## src/rtl/exe_mdu_stage_pkg.sv

```systemverilog
// Shared M-extension encodings: funct7/funct3 codes, forwarding selects,
// MDU state encoding and operand-signedness helpers.
package exe_mdu_stage_pkg;

  localparam logic [6:0] FUNCT7_MULDIV = 7'b0000001;

  localparam logic [2:0] F3_MUL    = 3'b000;
  localparam logic [2:0] F3_MULH   = 3'b001;
  localparam logic [2:0] F3_MULHSU = 3'b010;
  localparam logic [2:0] F3_MULHU  = 3'b011;
  localparam logic [2:0] F3_DIV    = 3'b100;
  localparam logic [2:0] F3_DIVU   = 3'b101;
  localparam logic [2:0] F3_REM    = 3'b110;
  localparam logic [2:0] F3_REMU   = 3'b111;

  localparam logic [1:0] FWD_NONE = 2'b00;
  localparam logic [1:0] FWD_MEM  = 2'b01;
  localparam logic [1:0] FWD_WB   = 2'b10;

  typedef enum logic [1:0] {
    MDU_IDLE = 2'd0,
    MDU_MUL  = 2'd1,
    MDU_DIV  = 2'd2,
    MDU_DONE = 2'd3
  } mdu_state_e;

  // Operand A is signed for every op except the fully unsigned ones.
  function automatic logic op_a_signed(input logic [2:0] f3);
    case (f3)
      F3_MULHU, F3_DIVU, F3_REMU: return 1'b0;
      default:                    return 1'b1;
    endcase
  endfunction

  // Operand B is signed only for MUL/MULH/DIV/REM (MULHSU keeps B unsigned).
  function automatic logic op_b_signed(input logic [2:0] f3);
    case (f3)
      F3_MUL, F3_MULH, F3_DIV, F3_REM: return 1'b1;
      default:                         return 1'b0;
    endcase
  endfunction

endpackage

```

## src/rtl/exe_mdu_stage_iter.sv

```systemverilog
// Iterative magnitude datapath: radix-2 shift-add multiply and restoring
// divide sharing one 2*XLEN accumulator, plus the iteration counter.
// Multiply: acc = {partial_hi, multiplier}; divide: acc = {remainder, dividend/quotient}.
module mdu_iter_core #(
  parameter int XLEN  = 32,
  parameter int CNT_W = $clog2(XLEN) + 1
) (
  input  logic              clk,
  input  logic              rst,
  input  logic              load_i,
  input  logic              is_div_i,
  input  logic              step_i,
  input  logic [XLEN-1:0]   a_mag_i,
  input  logic [XLEN-1:0]   b_mag_i,
  output logic              last_o,
  output logic [2*XLEN-1:0] acc_step_o
);

  logic [2*XLEN-1:0] acc_q;
  logic [XLEN-1:0]   mcand_q;
  logic [CNT_W-1:0]  cnt_q;
  logic              is_div_q;

  logic [XLEN:0]     mul_sum;
  logic [XLEN:0]     div_shift;
  logic [XLEN:0]     div_diff;
  logic [2*XLEN-1:0] mul_next;
  logic [2*XLEN-1:0] div_next;

  // One iteration of either algorithm, evaluated from the current accumulator.
  always_comb begin
    mul_sum    = {1'b0, acc_q[2*XLEN-1:XLEN]} + (acc_q[0] ? {1'b0, mcand_q} : '0);
    mul_next   = {mul_sum, acc_q[XLEN-1:1]};
    div_shift  = {acc_q[2*XLEN-1:XLEN], acc_q[XLEN-1]};
    div_diff   = div_shift - {1'b0, mcand_q};
    div_next   = div_diff[XLEN] ? {div_shift[XLEN-1:0], acc_q[XLEN-2:0], 1'b0}
                                : {div_diff[XLEN-1:0],  acc_q[XLEN-2:0], 1'b1};
    acc_step_o = is_div_q ? div_next : mul_next;
    last_o     = (cnt_q == CNT_W'(XLEN - 1));
  end

  // Load operands on start, then advance one iteration per step cycle.
  always_ff @(posedge clk) begin
    if (rst) begin
      acc_q    <= '0;
      mcand_q  <= '0;
      cnt_q    <= '0;
      is_div_q <= 1'b0;
    end else if (load_i) begin
      acc_q    <= {{XLEN{1'b0}}, (is_div_i ? a_mag_i : b_mag_i)};
      mcand_q  <= is_div_i ? b_mag_i : a_mag_i;
      cnt_q    <= '0;
      is_div_q <= is_div_i;
    end else if (step_i) begin
      acc_q    <= acc_step_o;
      cnt_q    <= cnt_q + CNT_W'(1);
    end
  end

endmodule

```

## src/rtl/exe_mdu_stage.sv

```systemverilog
// Execute-stage RV32M/RV64M multiply/divide unit: operand forwarding,
// sign handling, divide special cases, control FSM and result select.
module exe_mdu_stage
  import exe_mdu_stage_pkg::*;
#(
  parameter int XLEN  = 32,
  parameter int CNT_W = $clog2(XLEN) + 1
) (
  input  logic            clk,
  input  logic            rst,
  input  logic            valid_in,
  input  logic            flush,
  input  logic [2:0]      funct3,
  input  logic [XLEN-1:0] rs1_data,
  input  logic [XLEN-1:0] rs2_data,
  input  logic [1:0]      forward_rs1,
  input  logic [1:0]      forward_rs2,
  input  logic [XLEN-1:0] alu_result_MEM,
  input  logic [XLEN-1:0] wb_data_WB,
  output logic            stall_out,
  output logic [XLEN-1:0] result,
  output logic            result_valid
);

  mdu_state_e        state_q;
  logic [2:0]        op_q;
  logic              neg_q;
  logic [XLEN-1:0]   result_q;
  logic              result_valid_q;

  logic [XLEN-1:0]   op_a, op_b, a_mag, b_mag;
  logic              sign_a, sign_b, div_zero, div_ovf, fast_path, neg_d;
  logic [XLEN-1:0]   fast_result, final_result;
  logic [2*XLEN-1:0] acc_step, prod_fix;
  logic              core_last, core_load, core_step, is_idle, busy;

  // Forwarding muxes, magnitudes, special-case detection and result fix-up.
  always_comb begin
    case (forward_rs1)
      FWD_MEM: op_a = alu_result_MEM;
      FWD_WB:  op_a = wb_data_WB;
      default: op_a = rs1_data;
    endcase
    case (forward_rs2)
      FWD_MEM: op_b = alu_result_MEM;
      FWD_WB:  op_b = wb_data_WB;
      default: op_b = rs2_data;
    endcase
    sign_a    = op_a_signed(funct3) & op_a[XLEN-1];
    sign_b    = op_b_signed(funct3) & op_b[XLEN-1];
    a_mag     = sign_a ? -op_a : op_a;
    b_mag     = sign_b ? -op_b : op_b;
    // Remainder takes the dividend's sign; product and quotient take signA^signB.
    neg_d     = (funct3[2] & funct3[1]) ? sign_a : (sign_a ^ sign_b);
    div_zero  = (op_b == '0);
    div_ovf   = ~funct3[0] & (op_a == {1'b1, {(XLEN-1){1'b0}}}) & (&op_b);
    fast_path = funct3[2] & (div_zero | div_ovf);
    if (!funct3[1]) fast_result = div_zero ? '1 : op_a;
    else            fast_result = div_zero ? op_a : '0;

    prod_fix = neg_q ? -acc_step : acc_step;
    if (!op_q[2])     final_result = (op_q[1:0] == 2'b00) ? prod_fix[XLEN-1:0]
                                                          : prod_fix[2*XLEN-1:XLEN];
    else if (op_q[1]) final_result = neg_q ? -acc_step[2*XLEN-1:XLEN] : acc_step[2*XLEN-1:XLEN];
    else              final_result = neg_q ? -acc_step[XLEN-1:0] : acc_step[XLEN-1:0];

    is_idle   = (state_q == MDU_IDLE);
    busy      = (state_q == MDU_MUL) | (state_q == MDU_DIV);
    core_load = is_idle & valid_in & ~flush;
    core_step = busy & ~flush;
    stall_out = ~(flush | rst) & ((valid_in & is_idle) | busy);
  end

  mdu_iter_core #(.XLEN(XLEN), .CNT_W(CNT_W)) u_core (
    .clk       (clk),
    .rst       (rst),
    .load_i    (core_load),
    .is_div_i  (funct3[2]),
    .step_i    (core_step),
    .a_mag_i   (a_mag),
    .b_mag_i   (b_mag),
    .last_o    (core_last),
    .acc_step_o(acc_step)
  );

  // Control FSM; result and strobe are registered and held only in DONE.
  always_ff @(posedge clk) begin
    if (rst) begin
      state_q        <= MDU_IDLE;
      op_q           <= '0;
      neg_q          <= 1'b0;
      result_q       <= '0;
      result_valid_q <= 1'b0;
    end else begin
      result_q       <= '0;
      result_valid_q <= 1'b0;
      if (flush) begin
        state_q <= MDU_IDLE;
      end else begin
        case (state_q)
          MDU_IDLE: if (valid_in) begin
            op_q  <= funct3;
            neg_q <= neg_d;
            if (!funct3[2]) begin
              state_q <= MDU_MUL;
            end else if (fast_path) begin
              state_q        <= MDU_DONE;
              result_q       <= fast_result;
              result_valid_q <= 1'b1;
            end else begin
              state_q <= MDU_DIV;
            end
          end
          MDU_MUL, MDU_DIV: if (core_last) begin
            state_q        <= MDU_DONE;
            result_q       <= final_result;
            result_valid_q <= 1'b1;
          end
          default: state_q <= MDU_IDLE;
        endcase
      end
    end
  end

  assign result       = result_q;
  assign result_valid = result_valid_q;

endmodule

```

## config.mk

```make
export PLATFORM = sky130hd
export DESIGN_NAME = exe_mdu_stage
export DESIGN_NICKNAME = d
export VERILOG_FILES = /design/src/rtl/exe_mdu_stage_pkg.sv /design/src/rtl/exe_mdu_stage_iter.sv /design/src/rtl/exe_mdu_stage.sv
export SDC_FILE = /design/constraint.sdc
export NUM_CORES = 1
export LEC_CHECK = 0
export CAP_MARGIN = 10
export CORE_MARGIN = 5
export CORE_UTILIZATION = 30
export CTS_CLUSTER_DIAMETER = 150
export CTS_CLUSTER_SIZE = 28
export DETAILED_ROUTE_END_ITERATION = 7
export PLACE_DENSITY_LB_ADDON = 0.12
export SYNTH_ARGS = -nofsm -noshare
export SYNTH_HDL_FRONTEND = slang
export SYNTH_SLANG_ARGS = --single-unit
```

## constraint.sdc

```tcl
create_clock -name clk -period 5.67 [get_ports clk]
set_input_delay 0.567 -clock clk [delete_from_list [all_inputs] [get_ports clk]]
set_output_delay 0.567 -clock clk [all_outputs]
set_load 0.03 [all_outputs]
```

# Yosys cells after proc, flatten, opt, wreduce, memory -nomap -nowiden
# Index checks and enable logic that the tools add are counted.
# word_totals
out_inout_bits	34
wordCells	103
ff_bits	142
# classes
n_reduce_logical	13
mux	38
bitwise	18
addsub	8
eq_ne	16
# ops
cell	count
$mux W32	19
$mux W64	3
$pmux W32 S2	3
$neg A32 Y32	4
$neg A64 Y64	1
$add A32 B32 Y33	1
$sub A33 B32 Y33	1
$eq A32 B32 Y1 const B	1
$logic_not A32 Y1	1
$reduce_and A32 Y1	1
$eq A3 B3 Y1 const B	4
$and A1 B1 Y1	10
$mux W1	8
$add A6 B1 Y6 const B	1
$eq A2 B1 Y1 const B	3
$eq A2 B2 Y1 const B	3
$eq A6 B5 Y1 const B	1
$mux W2	3
$reduce_or A2 Y1	3
$logic_not A2 Y1	2
$ne A2 B2 Y1 const B	2
$or A1 B1 Y1	4
$pmux W2 S2	1
$reduce_or A4 Y1	1
other kinds (10)	12

# Logic depth before layout (Yosys ltp)
# depth
word_depth	11
mapped_depth	24

# By module
# From an unflattened synthesis, not the netlist that was laid out.
# hier_totals
hier_cells	2456
area_unflattened_um2	17656.9
# by_module_without_submodules
mod	n_inst	area_per_inst_um2	cells_per_inst
mdu_iter_core	1	9690.5	1291
exe_mdu_stage	1	7966.4	1165

# Worst setup path after synthesis
# OpenSTA, ideal clock, no wires.
# synth_timing
path_kind	reg2reg
startpoint	reg u_core.acc_q[31]
endpoint	reg result_q[24], in the netlist result[24]
t_arrival_ns	5.458
path_slack_ns	0.155
stages_incl_launch_ff	23
period_less_slack_ns	5.515
setup_ns	0.058
path_cell_list	dfxtp_1 > inv_1 > ha_1 > inv_1 > fa_1 > a211oi_2 > o21ai_1 > a221oi_4 > a21oi_4 > nor3_4 > nor3_2 > a21oi_1 > ha_1 > o21ai_0 > or4_1 > or3_1 > or3_1 > o21ai_0 > inv_1 > o41ai_2 > xor2_1 > a221oi_1 > a21o_1
# synth_via
elab_chain_cells	9
elab_cells_between_ends	14
classes_between	add/sub (4); mux (10)
# synth_rtl
element	line	text
start, declared	exe_mdu_stage_iter.sv:19	logic [2*XLEN-1:0] acc_q;
start signal, assigned	exe_mdu_stage_iter.sv:50	acc_q <= {{XLEN{1'b0}}, (is_div_i ? a_mag_i : b_mag_i)};
start signal, assigned	exe_mdu_stage_iter.sv:55	acc_q <= acc_step_o;
$sub A33 B32 Y33	exe_mdu_stage_iter.sv:35	div_diff = div_shift - {1'b0, mcand_q};
$mux W64	exe_mdu_stage_iter.sv:36	div_next = div_diff[XLEN] ? {div_shift[XLEN-1:0], acc_q[XLEN-2:0], 1'b0}
$mux W64 (*)	exe_mdu_stage_iter.sv:38	acc_step_o = is_div_q ? div_next : mul_next;
$neg A64 Y64, or another cell as far along	exe_mdu_stage.sv:61	prod_fix = neg_q ? -acc_step : acc_step;
$mux W64, or another cell as far along	exe_mdu_stage.sv:61	
$mux W32 (on tied branches)	exe_mdu_stage.sv:62, exe_mdu_stage.sv:64	
$mux W32 (*)	exe_mdu_stage.sv:62	if (!op_q[2]) final_result = (op_q[1:0] == 2'b00) ? prod_fix[XLEN-1:0]
$mux W32 (*)	exe_mdu_stage.sv:114	MDU_MUL, MDU_DIV: if (core_last) begin
$pmux W32 S2 (*)	exe_mdu_stage.sv:100	case (state_q)
end signal, assigned	exe_mdu_stage.sv:108	result_q <= fast_result;
end signal, assigned	exe_mdu_stage.sv:116	result_q <= final_result;
end, declared	exe_mdu_stage.sv:28	logic [XLEN-1:0] result_q;
# Every way passes the cells marked *; elsewhere a longest branch is shown, timed or not.
# A chain may end at the register's enable or synchronous reset.

# Worst setup path after layout
# layout_timing
startpoint	reg u_core.acc_q[0]
endpoint	reg result_q[29], in the netlist result[29]
# layout_via
elab_chain_cells	9
elab_cells_between_ends	15
classes_between	add/sub (4); mux (11)
# layout_rtl
element	line	text
$mux W32	exe_mdu_stage_iter.sv:32	mul_sum = {1'b0, acc_q[2*XLEN-1:XLEN]} + (acc_q[0] ? {1'b0, mcand_q} : '0);
$add A32 B32 Y33	exe_mdu_stage_iter.sv:32	
$mux W64 (*)	exe_mdu_stage_iter.sv:38	
$neg A64 Y64 or $neg A32 Y32 (tied branches)	exe_mdu_stage.sv:61, exe_mdu_stage.sv:64	
$mux W64 or $mux W32 (tied branches)	exe_mdu_stage.sv:61, exe_mdu_stage.sv:64	
$mux W32 (on tied branches)	exe_mdu_stage.sv:62, exe_mdu_stage.sv:64	
$mux W32 (*)	exe_mdu_stage.sv:62	
$mux W32 (*)	exe_mdu_stage.sv:114	
$pmux W32 S2 (*)	exe_mdu_stage.sv:100	
# Marked as above.

==> results.yml <==
floorplanning:
  initial_core_util: 0.301
  die_y_um: 250
  rows: 88
  die_w_um: 250
  die-area_um2: 62500
  pin_count: 173
  coreArea_um2: 57400
worst_setup_path:
  critPathBufInv: 3
  worstSetupPathType: "reg2reg"
  critPathCaptureType: "flip-flop"
  crit_top_cell: "buf_4"
  cp_data_arrival_time_ns: 5.81
  cp-start-kind: "flip-flop"
  worstPathCellList: "buf_4 > and2_1 > ha_1 > nand4_1 > or3b_1 > a2111oi_1 > buf_4 > or3b_1 > xnor2_1 > o221ai_1 > a31o_2 > a211oi_1 > buf_4 > nand3_1 > nor4_1 > o21ai_0 > a32o_1 > o21ai_1"
  crit_family: "compound AO/OA/AOI/OAI gates"
  cp_max_fo: 15
  worstPathRequired_ns: 6.08
  critPathSlowestCell: "a2111oi_1"
  cpPeakStageDelay_ns: 0.56
sta:
  final-hold-violation-count: 0
  worst_slew_pin_slew_ns: 1.18
  whs_ns: 0.467
  setup_slack_ns: 0.271
  setup_viol: 0
  period_needed_ns: 5.40
  fin_worst_skew_ns: 0.00958
  slew_violations: 0
  fmax_mhz: 185
  relSlewSlack: 0.212
  fin_setup_tns_ns: 0
  rsz0062_at_grt: "yes"
  finalCritPeriodShare: 0.952
synth:
  yosysWarnings: 0
  syn-num-nets: 2761
  netlist_instances: 2544
  ys_seq_elements: 141
  synthArstFlopShare: 0
  synth_edf_count: 0
  yosysTopAreaCell: "dfxtp_1"
  ys.flop_type: "dfxtp_1"
  syn_area_um2: 17300
  yosys-top-cells-area: "dfxtp_1, a21oi_1, nand2_1, nor2_1, ha_1"
  synth.top_cell.area_share: 0.163
  syn-mean-instance-area_um2: 6.80
  ys_types: 107
  seq_area_frac_synth: 0.163
pwr:
  cellPowerDensity_nw_per_um2: 225
  p_sw_frac: 0.451
  power_switching_w: 0.00214
  peakVddDrop_mv: 0.244
  leakage_nw: 7.95
  seq_power_share: 0.233
  comb_power_share: 0.500
  p_int_w: 0.00261
  power_frac_clock: 0.267
clock_network:
  numCtsBuffers: 17
  insertion_delay_ns: 0.48
  cts.htree.levels: 4
  clock_sinks: 141
  clk_pin_slew_ns: 0.06
  cts_root_buffer: "clkbuf_16"
  tritoncts: "built"
  clockBufferDepth: 2
placed_design:
  dp_hpwl_um: 75400
  io_buffer_count: 172
  gp_congestion: 1.01
  place_worst_setup_slack_ns: 0.182
  dpl-instance-area_um2: 20400
routing:
  drt_iter0_markers: 2458
  drt_first_pass_iters: 7
  wl_met3_um: 6360
  vias: 21100
  top_layer_used: "met5"
  viasPerCell: 6.04
  routed_wl_um: 92700
  wire_per_inst_um: 26.5
  wl_met2_um: 42000
  wl_met1_um: 39000
  drc: 0
  ant_nets: 0
global_route:
  grt_usage: 0.280
  grt_max_degree: 76
  antenna_found_initial: 3
  grt_first_pass_wirelength_um: 133000
  grt_overflow: 0
  grt_pass1_vias: 19600
hold_path:
  hp-class: "reg2reg"
cells_and_area:
  fillerInstances: 6132
  area_delta_synth_final_pct: 22.0
  layout.nets: 2931
  layout.area.seq_um2: 2830
  postLayoutCellArea_um2: 21100
  utilization: 0.368
  multiInputGateArea_um2: 13500
  drive_above_1_share: 0.0943
job:
  maxCapViolCount: 0
status:
  status: "finished clean"
-- what timing repair did --
action / 4_1_cts / 5_1_grt
hold buffers: 0 / 0
setup endpoints to repair: 0 / 15
buffers inserted: 0 / 1
gates resized for setup: 0 / 10
-- final timing paths --
path	start	endpoint	slack, ns	depth (start not counted)
worst max-delay path	u_core.acc_q[0]	result[29]	0.27	18
worst min-delay path	u_core.mcand_q[1]	u_core.mcand_q[1]	0.47	2
worst max register to register	u_core.acc_q[0]	result[29]	0.27	18
worst min register to register	u_core.mcand_q[1]	u_core.mcand_q[1]	0.47	2
-- cells in the mapped netlist, drive strengths merged (14+ instances only) --
master / n
a211oi: 76
a21o: 45
a21oi: 263
a221o: 31
a221oi: 16
a22oi: 45
a31oi: 30
and2: 50
and3: 23
buf: 40
clkbuf: 130
dfxtp: 141
ha: 76
inv: 81
mux2i: 41
nand2: 300
nand2b: 21
nand3: 64
nand4: 39
nor2: 258
nor2b: 18
nor3: 68
nor4: 17
o211ai: 56
o21a: 14
o21ai: 197
o31ai: 14
or2: 17
or3: 27
xnor2: 89
xor2: 77
-- logic make-up after synthesis --
group,after synthesis,share of synthesized area
buffers and inverters,252,0.0575
DFF,141,0.163
xor gates and xnor gates,166,0.0841
adders and majority gates,78,0.0573
muxes,44,0.0257
AOI/OAI and AO/OA,919,0.353
and+or+nand+nor,944,0.259
-- layer usage --
layer  vias to the layer above  global-route usage
met5                         -                   0
met2                      1007               0.456
met3                       223              0.0396
met4                         2               0.134
li1                       9747                   -
met1                     10100               0.366
-- power by group through the flow --
stage / clock [W] / combinational, W / sequential, W
after floorplan: 0 / 0.00140 / 0.00110
after global placement: 0 / 0.00230 / 0.00112
after detailed placement: 0 / 0.00230 / 0.00113
after CTS: 0.00128 / 0.00231 / 0.00110
after global routing: 0.00132 / 0.00251 / 0.00111
final: 0.00127 / 0.00238 / 0.00111
-- final cells by class --
type	instances	area share
multi-input cells	2151	0.641
repair buffers	321	0.135
flip-flops and latches	141	0.134
well taps	765	0.0454
clock buffers	18	0.0203
inverters	82	0.0146
clock inverters	13	0.00902
diodes	3	0.000356
-- registers in the layout (all words and copies together), names as in the netlist --
register,flops
result_valid,1
result,32
state_q,2
u_core.cnt_q,6
op_q,3
u_core.acc_q,64
u_core.mcand_q,32
neg_q,1
-- worst reg2reg max path, delay by kind of cell, from the launching register on --
family / cells / cell delay (ns)
compound gates: 7 / 2.09
simple gates: 6 / 1.63
buf+inv: 3 / 0.68
fa+ha+maj: 1 / 0.42
flops: 1 / 0.35
xor+xnor: 1 / 0.19
-- cells in the final DEF, fill, tap and decap left out, drive strengths merged, types with 45 or more instances in the layout --
cell and count:
nand2 300, a21oi 263, nor2 258, o21ai 197, clkdlybuf4s50 170, buf 151
dfxtp 141, xnor2 89, inv 83, xor2 77, a211oi 76, ha 76
nor3 68, nand3 64, o211ai 56, and2 50, a21o 45, a22oi 45
-- metrics by stage --
step / instances / power, W
2_1_floorplan: 2544 / 0.00250
3_3_place_gp: 3458 / 0.00342
3_5_place_dp: 3458 / 0.00342
4_1_cts: 3489 / 0.00469
5_1_grt: 3493 / 0.00494
6_report: 3494 / 0.00475
Power figures use the tool's default switching activity.
